## src/rtl/serial_paralelo_rx_param_if.sv

```systemverilog
// Serial RX bus bundle: serial bit in, aligned word plus status out.
// master = bit source / word consumer, slave = deserialiser.
interface serial_paralelo_rx_param_if #(
  parameter int WIDTH = 8
);
  logic             data_in;
  logic [WIDTH-1:0] sp_out;
  logic             valid_out_sp;
  logic             active;
  logic             word_tick;

  modport master (
    output data_in,
    input  sp_out, valid_out_sp, active, word_tick
  );

  modport slave (
    input  data_in,
    output sp_out, valid_out_sp, active, word_tick
  );
endinterface

```

## src/rtl/serial_paralelo_rx_param.sv

```systemverilog
// Serial-to-parallel RX deserialiser with comma alignment and lock detection.
// Optional macro SP_RX_RESYNC_EN: drop lock after MAX_GAP words without a comma.
module serial_paralelo_rx_param #(
  parameter int               WIDTH      = 8,
  parameter logic [WIDTH-1:0] COMMA      = WIDTH'(8'hBC),
  parameter int               LOCK_COUNT = 4,
  parameter int               MAX_GAP    = 16
) (
  input  logic                         clk_32f,
  input  logic                         rst,
  serial_paralelo_rx_param_if.slave    bus
);

  localparam int BW = (WIDTH > 1) ? $clog2(WIDTH) : 1;

  typedef enum logic [1:0] {
    SEARCH = 2'd0,
    SYNC   = 2'd1,
    ACTIVE = 2'd2
  } state_t;

  state_t           r_state, w_state_nxt;
  logic [WIDTH-1:0] r_shreg;
  logic [BW-1:0]    r_bit_cnt, w_bit_cnt_nxt;
  logic [3:0]       r_comma_cnt, w_comma_cnt_nxt;
  logic [WIDTH-1:0] r_sp_out, w_sp_out_nxt;
  logic             r_valid, w_valid_nxt;
  logic             r_active, w_active_nxt;
  logic             r_tick, w_tick_nxt;

  logic [WIDTH-1:0] w_nxt;
  logic             w_boundary;
  logic             w_is_comma;
  logic [3:0]       w_comma_inc;

`ifdef SP_RX_RESYNC_EN
  localparam int GW = $clog2(MAX_GAP + 1);
  logic [GW-1:0] r_gap_cnt, w_gap_cnt_nxt;
  logic [GW:0]   w_gap_inc;
`endif

  assign w_nxt       = {r_shreg[WIDTH-2:0], bus.data_in};
  assign w_boundary  = (r_bit_cnt == BW'(WIDTH - 1));
  assign w_is_comma  = (w_nxt == COMMA);
  assign w_comma_inc = r_comma_cnt + 4'd1;
`ifdef SP_RX_RESYNC_EN
  assign w_gap_inc   = {1'b0, r_gap_cnt} + 1'b1;
`endif

  always_comb begin
    w_state_nxt     = r_state;
    w_bit_cnt_nxt   = r_bit_cnt;
    w_comma_cnt_nxt = r_comma_cnt;
    w_sp_out_nxt    = r_sp_out;
    w_valid_nxt     = r_valid;
    w_active_nxt    = r_active;
    w_tick_nxt      = 1'b0;
`ifdef SP_RX_RESYNC_EN
    w_gap_cnt_nxt   = r_gap_cnt;
`endif
    case (r_state)
      SEARCH: begin
        // Slide one bit per cycle; the comma itself defines the word boundary.
        w_bit_cnt_nxt = '0;
        if (w_is_comma) begin
          w_comma_cnt_nxt = 4'd1;
          if (LOCK_COUNT == 1) begin
            w_state_nxt  = ACTIVE;
            w_active_nxt = 1'b1;
          end else begin
            w_state_nxt = SYNC;
          end
        end
      end
      SYNC: begin
        w_bit_cnt_nxt = w_boundary ? '0 : r_bit_cnt + 1'b1;
        if (w_boundary) begin
          w_tick_nxt = 1'b1;
          if (w_is_comma) begin
            w_comma_cnt_nxt = w_comma_inc;
            if (w_comma_inc == 4'(LOCK_COUNT)) begin
              w_state_nxt  = ACTIVE;
              w_active_nxt = 1'b1;
            end
          end else begin
            w_state_nxt     = SEARCH;
            w_comma_cnt_nxt = '0;
          end
        end
      end
      ACTIVE: begin
        w_bit_cnt_nxt = w_boundary ? '0 : r_bit_cnt + 1'b1;
        if (w_boundary) begin
          w_tick_nxt = 1'b1;
          if (w_is_comma) begin
            w_valid_nxt = 1'b0;
`ifdef SP_RX_RESYNC_EN
            w_gap_cnt_nxt = '0;
`endif
          end else begin
`ifdef SP_RX_RESYNC_EN
            // Too long without a comma: assume misalignment and hunt again.
            if (w_gap_inc == (GW+1)'(MAX_GAP)) begin
              w_state_nxt     = SEARCH;
              w_active_nxt    = 1'b0;
              w_valid_nxt     = 1'b0;
              w_comma_cnt_nxt = '0;
              w_gap_cnt_nxt   = '0;
            end else begin
              w_sp_out_nxt = w_nxt;
              w_valid_nxt  = 1'b1;
              if (r_gap_cnt != '1) begin
                w_gap_cnt_nxt = w_gap_inc[GW-1:0];
              end
            end
`else
            w_sp_out_nxt = w_nxt;
            w_valid_nxt  = 1'b1;
`endif
          end
        end
      end
      default: begin
        w_state_nxt = SEARCH;
      end
    endcase
  end

  always_ff @(posedge clk_32f) begin
    if (rst) begin
      r_state     <= SEARCH;
      r_shreg     <= '0;
      r_bit_cnt   <= '0;
      r_comma_cnt <= '0;
      r_sp_out    <= '0;
      r_valid     <= 1'b0;
      r_active    <= 1'b0;
      r_tick      <= 1'b0;
`ifdef SP_RX_RESYNC_EN
      r_gap_cnt   <= '0;
`endif
    end else begin
      r_state     <= w_state_nxt;
      r_shreg     <= w_nxt;
      r_bit_cnt   <= w_bit_cnt_nxt;
      r_comma_cnt <= w_comma_cnt_nxt;
      r_sp_out    <= w_sp_out_nxt;
      r_valid     <= w_valid_nxt;
      r_active    <= w_active_nxt;
      r_tick      <= w_tick_nxt;
`ifdef SP_RX_RESYNC_EN
      r_gap_cnt   <= w_gap_cnt_nxt;
`endif
    end
  end

  assign bus.sp_out       = r_sp_out;
  assign bus.valid_out_sp = r_valid;
  assign bus.active       = r_active;
  assign bus.word_tick    = r_tick;

endmodule

```

## src/flat_wrapper.sv

```systemverilog
// flat-port wrapper written by rule: the top's interface ports become plain ports
module serial_paralelo_rx_param_flat 
#(
  parameter int               WIDTH      = 8,
  parameter logic [WIDTH-1:0] COMMA      = WIDTH'(8'hBC),
  parameter int               LOCK_COUNT = 4,
  parameter int               MAX_GAP    = 16
)
  (clk_32f, rst, bus_data_in, bus_sp_out, bus_valid_out_sp, bus_active, bus_word_tick);
  serial_paralelo_rx_param_if #(.WIDTH(WIDTH)) bus_i ();
  input  logic clk_32f;
  input  logic rst;
  input wire logic [$bits(bus_i.data_in)-1:0] bus_data_in;
  output wire logic [$bits(bus_i.sp_out)-1:0] bus_sp_out;
  output wire logic [$bits(bus_i.valid_out_sp)-1:0] bus_valid_out_sp;
  output wire logic [$bits(bus_i.active)-1:0] bus_active;
  output wire logic [$bits(bus_i.word_tick)-1:0] bus_word_tick;
  assign bus_i.data_in = bus_data_in;
  assign bus_sp_out = bus_i.sp_out;
  assign bus_valid_out_sp = bus_i.valid_out_sp;
  assign bus_active = bus_i.active;
  assign bus_word_tick = bus_i.word_tick;
  serial_paralelo_rx_param #(.WIDTH(WIDTH), .COMMA(COMMA), .LOCK_COUNT(LOCK_COUNT), .MAX_GAP(MAX_GAP)) u_core (.clk_32f(clk_32f), .rst(rst), .bus(bus_i));
endmodule
```

## config.mk

```make
export PLATFORM = sky130hd
export DESIGN_NAME = serial_paralelo_rx_param_flat
export DESIGN_NICKNAME = d
export VERILOG_FILES = /design/src/rtl/serial_paralelo_rx_param_if.sv /design/src/rtl/serial_paralelo_rx_param.sv /design/src/flat_wrapper.sv
export SDC_FILE = /design/constraint.sdc
export NUM_CORES = 1
export LEC_CHECK = 0
export ABC_AREA = 1
export BUFFER_PORTS_ARGS = -buffer_cell sky130_fd_sc_hd__buf_2
export CORE_ASPECT_RATIO = 1.5
export CORE_MARGIN = 2
export CORE_UTILIZATION = 50
export CTS_CLUSTER_DIAMETER = 40
export CTS_CLUSTER_SIZE = 40
export DETAILED_ROUTE_END_ITERATION = 10
export GPL_TIMING_DRIVEN = 0
export PLACE_DENSITY_LB_ADDON = 0.1
export SYNTH_ARGS = -nofsm -noshare
export SYNTH_HDL_FRONTEND = slang
export SYNTH_SLANG_ARGS = --single-unit
export TNS_END_PERCENT = 1
```

## constraint.sdc

```tcl
create_clock -name clk_32f -period 1.5 [get_ports clk_32f]
set_input_delay 0.15 -clock clk_32f [delete_from_list [all_inputs] [get_ports clk_32f]]
set_output_delay 0.15 -clock clk_32f [all_outputs]
set_load 0.01 [all_outputs]
```

**Word level (Yosys, flattened, before mapping)**

Index checks and enable logic that the tools add are counted.

- $add $sub $neg: 2
- Reductions and logical operators: 10
- Bitwise gates (word level): 3
- Equality and inequality tests: 8
- Multiplexer cells: 13

Operators with widths:

| operator | number |
|---|---|
| $mux 4 | 3 |
| $eq 8x8->1 const B | 1 |
| $mux 2 | 4 |
| $pmux 4 s2 | 1 |
| $reduce_and 4->1 | 2 |
| $pmux 2 s3 | 1 |
| $pmux 3 s2 | 1 |
| $reduce_and 3->1 | 2 |
| $add 4x1->4 const B | 1 |
| $eq 4x3->1 const B | 1 |
| $ne 2x1->1 const B | 2 |
| $reduce_bool 2->1 | 2 |
| $reduce_or 2->1 | 2 |
| $add 3x1->3 const B | 1 |
| $eq 3x3->1 const B | 1 |
| $mux 3 | 1 |
| $ne 3x3->1 const B | 1 |
| $not 1->1 | 3 |
| $eq 2x1->1 const B | 1 |
| $eq 2x2->1 const B | 1 |
| $logic_not 2->1 | 1 |
| $mux 1 | 2 |
| $reduce_and 2->1 | 1 |

- Register bits: 27
- Bits of input ports: 3
- Output and inout bits: 11
- Logic and storage cells: 44

**Longest topological paths before layout**

- Depth in word-level cells: 6
- Mapped depth: 10
- Gate-level depth less buffers: 10

**Worst setup path after synthesis**

Ideal clock, no wire load.

- Path type: register -> register
- Start point: register u_core.r_bit_cnt[0]
- End point: register u_core.r_comma_cnt[0]
- Buffers on the path: 0
- Setup slack: 0.109 ns
- Clock period less this slack: 1.391 ns
- Required time: 1.387 ns
- Cell stages (with the launch flop): 9
- Setup time: 0.113 ns
- Arrival: 1.278 ns
- Path through: dfxtp_1 > ha_1 > ha_1 > inv_1 > nand2_1 > o211ai_4 > nand2_1 > nand2_1 > nor2_1

- Longest elaborated chain between the ends: 3

Ends and longest elaborated chain:

| item | line | text |
|---|---|---|
| start, declared | serial_paralelo_rx_param.sv:24 | `logic [BW-1:0] r_bit_cnt, w_bit_cnt_nxt;` |
| start signal, assigned | serial_paralelo_rx_param.sv:145 | `r_bit_cnt <= w_bit_cnt_nxt;` |
| $eq 3x3->1 | serial_paralelo_rx_param.sv:43 | `assign w_boundary = (r_bit_cnt == BW'(WIDTH - 1));` |
| named net u_core.w_boundary | serial_paralelo_rx_param.sv:32 | `logic w_boundary;` |
| $ne 2x1->1 (no source line) | - |  |
| $reduce_and 3->1 (no source line) | - |  |
| end signal, assigned | serial_paralelo_rx_param.sv:146 | `r_comma_cnt <= w_comma_cnt_nxt;` |
| end, declared | serial_paralelo_rx_param.sv:25 | `logic [3:0] r_comma_cnt, w_comma_cnt_nxt;` |

The timed path passes the listed nets, and every way through them passes these cells.
A chain may end at the register's enable or synchronous reset.

**Final worst setup path**

Same ends and word-level chain as after synthesis.

==> impl_metrics.env <==
export IMPL_clockBufferDepth=2
export IMPL_switchingPower_uw=746
export IMPL_path_cells="ha_1 -> ha_2 -> inv_2 -> nand2_4 -> o211ai_4 -> nand2_1 -> nand2_1 -> nor2_1"
export IMPL_fillCellCount=233
export IMPL_area_growth_syn_to_layout_pct=11.6
export IMPL_start_kind="register"
export IMPL_hp_start="rst"
export IMPL_critPathSlowestCell="dfxtp_2"
export IMPL_cts_tree="yes"
export IMPL_coreArea_sq_mm=0.00239
export IMPL_critPathMaxStageDelay_ns=0.36
export IMPL_first_iter_violations=24
export IMPL_numClockSinks=27
export IMPL_dieHeight_microns=65.1
export IMPL_die_area_sq_mm=0.00291
export IMPL_pre_cts_ws_ns=-0.0713
export IMPL_clockRootBuffer="clkbuf_4"
export IMPL_r2r_end="u_core.r_comma_cnt[0]"
export IMPL_worstSkewPairLatency_ns=0.33
export IMPL_maxCapViolCount=0
export IMPL_multiInputGateArea_sq_um=576
export IMPL_setup_tns_ns=0
export IMPL_yosysWarnings=0
export IMPL_cp_num_buf_inv=1
export IMPL_drt_pre_antenna_iters=2
export IMPL_row_count=22
export IMPL_finalSetupViolCount=0
export IMPL_reg2reg_from="u_core.r_bit_cnt[0]"
export IMPL_finalHoldViolCount=0
export IMPL_critPathKind="register to register"
export IMPL_nNetsFinal=186
export IMPL_critical_path_required_ns=1.74
export IMPL_gp_congestion=0.824
export IMPL_crit_family="adder cells"
export IMPL_syn_nets=168
export IMPL_crit_top_cell="nand2_1"
export IMPL_swShare_pct=38.6
export IMPL_wl_per_cell_microns=11.0
export IMPL_synth_cells=157
export IMPL_synth_cell_types=24
export IMPL_cts_clk_slew_worst_paths_ns=0.15
export IMPL_yosys_top_cells_area="dfxtp_1 43%, inv_1 9.7%, ha_1 8.0%"
export IMPL_seq_area_sq_um=547
export IMPL_finalWorstSetupSlack_ns=0.132
export IMPL_min_to="u_core.r_bit_cnt[2]"
export IMPL_synth_top_area_share_pct=43.5
export IMPL_comb_power_share_pct=36.6
export IMPL_die_w_microns=44.7
export IMPL_powerDensity_mw_per_mm2=1390
export IMPL_finalCritPeriodShare_pct=91.2
export IMPL_status="complete, no violations"
export IMPL_layout_drive_gt1_share_pct=21.8
export IMPL_start_util_pct=51.9
export IMPL_cts_htree_levels=1
export IMPL_max_freq_ghz=0.731
export IMPL_drv_slew=0
export IMPL_ctsHoldBuffers=0
export IMPL_insertedDiodeCount=0
export IMPL_drc=0
export IMPL_ir_drop_mv=0.673
export IMPL_vias_per_cell=4.93
export IMPL_antenna_found_initial=0
export IMPL_layout_commonest_cell="inv_1"
export IMPL_grt_usage_pct=17.6
export IMPL_hold_path_class="input pin to register"
export IMPL_portBuffers=13
export IMPL_routed_wl_mm=2.17
export IMPL_ios=14
export IMPL_hpwl_mm=1.67
export IMPL_grt_first_pass_wirelength_mm=3.91
export IMPL_fin_crit_ns=1.37
export IMPL_pwr_share_seq_pct=46.5
export IMPL_crit_arrival_ns=1.61
export IMPL_relSlewSlack_pct=69.5
export IMPL_mostFrequentLayoutCells="31 x inv_1, 22 x nor2_1, 22 x dfxtp_1"
export IMPL_grt_max_degree=17
export IMPL_fin_worst_skew_ns=0.00705
export IMPL_clkPwrFrac_pct=16.9
export IMPL_netlist_area_sq_mm=0.00124
export IMPL_synth_seq_cells=27
export IMPL_r2r_cells=8
export IMPL_overflow=0
export IMPL_hold_depth=2
export IMPL_rsz0062_at_grt="no"
export IMPL_r2r_slack_ns=0.13
export IMPL_cts_buffers=3
export IMPL_yosysSeqAreaShare_pct=43.5
export IMPL_avgSynthCellArea_sq_um=7.92
export IMPL_postRouteAntennaNets=0
export IMPL_p_int_uw=1190
export IMPL_p_leak_uw=0.000616
export IMPL_end_kind="register"
export IMPL_grt_pass1_vias=993
export IMPL_worst_pin_slew_ns=0.458
export IMPL_cp_max_fo=8
export IMPL_yosysTopAreaCell="dfxtp_1"
export IMPL_via_count=976
[synth_stat cells, drive strengths merged]
library cell  count
inv              32
a31oi             1
a21oi            13
buf               1
o211ai            1
nand4             1
nor3b             1
xor2              1
nor2             26
nand2            19
nand3             7
nor3              1
dfxtp            27
ha                8
clkbuf            2
nor4              1
o21ai            15
[how the worst max path moves through the flow]
| stage | startpoint | cells after the start | endpoint | slack (ns) |
|---|---|---|---|---|
| global route | u_core.r_comma_cnt[0] | 8 | u_core.r_state[1] | 0.002 |
| floorplan | u_core.r_bit_cnt[0] | 8 | u_core.r_comma_cnt[0] | 0.11 |
| CTS | u_core.r_bit_cnt[0] | 8 | u_core.r_comma_cnt[0] | 0.04 |
| detailed placement | u_core.r_bit_cnt[0] | 8 | u_core.r_comma_cnt[0] | -0.07 |
| global placement | u_core.r_bit_cnt[0] | 9 | u_core.r_state[0] | -0.03 |
| finish | u_core.r_bit_cnt[0] | 8 | u_core.r_comma_cnt[0] | 0.13 |
[worst register-to-register path, cell delays in order, from the launching register on]
cell,delay (ns)
dfxtp_2,0.36
ha_1,0.20
ha_2,0.23
inv_2,0.09
nand2_4,0.08
o211ai_4,0.13
nand2_1,0.09
nand2_1,0.07
nor2_1,0.04
[layer usage]
layer	wire length (microns)	GRT usage, %	share of wire [%]
met5	0	0	0
met4	23	7.95	1.1
met3	31	1.67	1.4
met2	1150	31.9	53
met1	966	19.6	45
[cell type report]
cell class | instances | share of cell area [%]
inverter | 32 | 8.66
clock inverter | 1 | 0.541
sequential | 27 | 39.4
timing repair buffer | 13 | 4.69
tap | 24 | 2.16
buffer | 3 | 1.44
clock buffer | 3 | 1.62
multi-input combinational | 95 | 41.5
[sequential cells by signal (all words and copies together) (netlist names)]
signal,count
u_core.r_shreg,7
u_core.r_bit_cnt,3
u_core.bus.sp_out,8
u_core.bus.word_tick,1
u_core.bus.valid_out_sp,1
u_core.r_comma_cnt,4
u_core.r_state,2
u_core.bus.active,1
[kinds of logic (layout without fill, tap and decap cells)]
kind of cell	after synthesis	in the layout	synth area share [%]
AND/OR/NAND/NOR	56	56	23.0
buffers and inverters	35	52	11.3
AO/OA/AOI/OAI	30	30	13.5
flip-flops	27	27	43.5
adder cells (fa/ha/maj)	8	8	8.05
XOR/XNOR	1	1	0.704
[timing repair]
item / in CTS / in global routing
gates cloned: 0 / 0
resized for setup: 2 / 8
endpoints found under the setup margin: 6 / 7
setup buffers: 0 / 0
pin swaps: 0 / 1
[power by group through the flow]
stage | registers (uW) | logic (uW) | clock network (uW)
after floorplan | 879 | 580 | 0
after global placement | 898 | 660 | 0
after detailed placement | 904 | 692 | 0
after CTS | 888 | 700 | 341
after global routing | 916 | 811 | 361
final | 899 | 708 | 326
[stage by stage]
stage | hold slack [ns] | area, sq um | util (%) | cells | power (uW)
floorplan | 0.219 | 1240 | - | 157 | 1460
global placement | 0.373 | 1340 | 55.9 | 194 | 1560
detailed placement | 0.378 | 1340 | 55.9 | 194 | 1600
CTS | 0.0100 | 1370 | 57.4 | 198 | 1930
global route | 0.0114 | 1390 | 57.9 | 198 | 2090
finish | 0.0181 | 1390 | 57.9 | 198 | 1930
(Power assumes the default switching activity.)
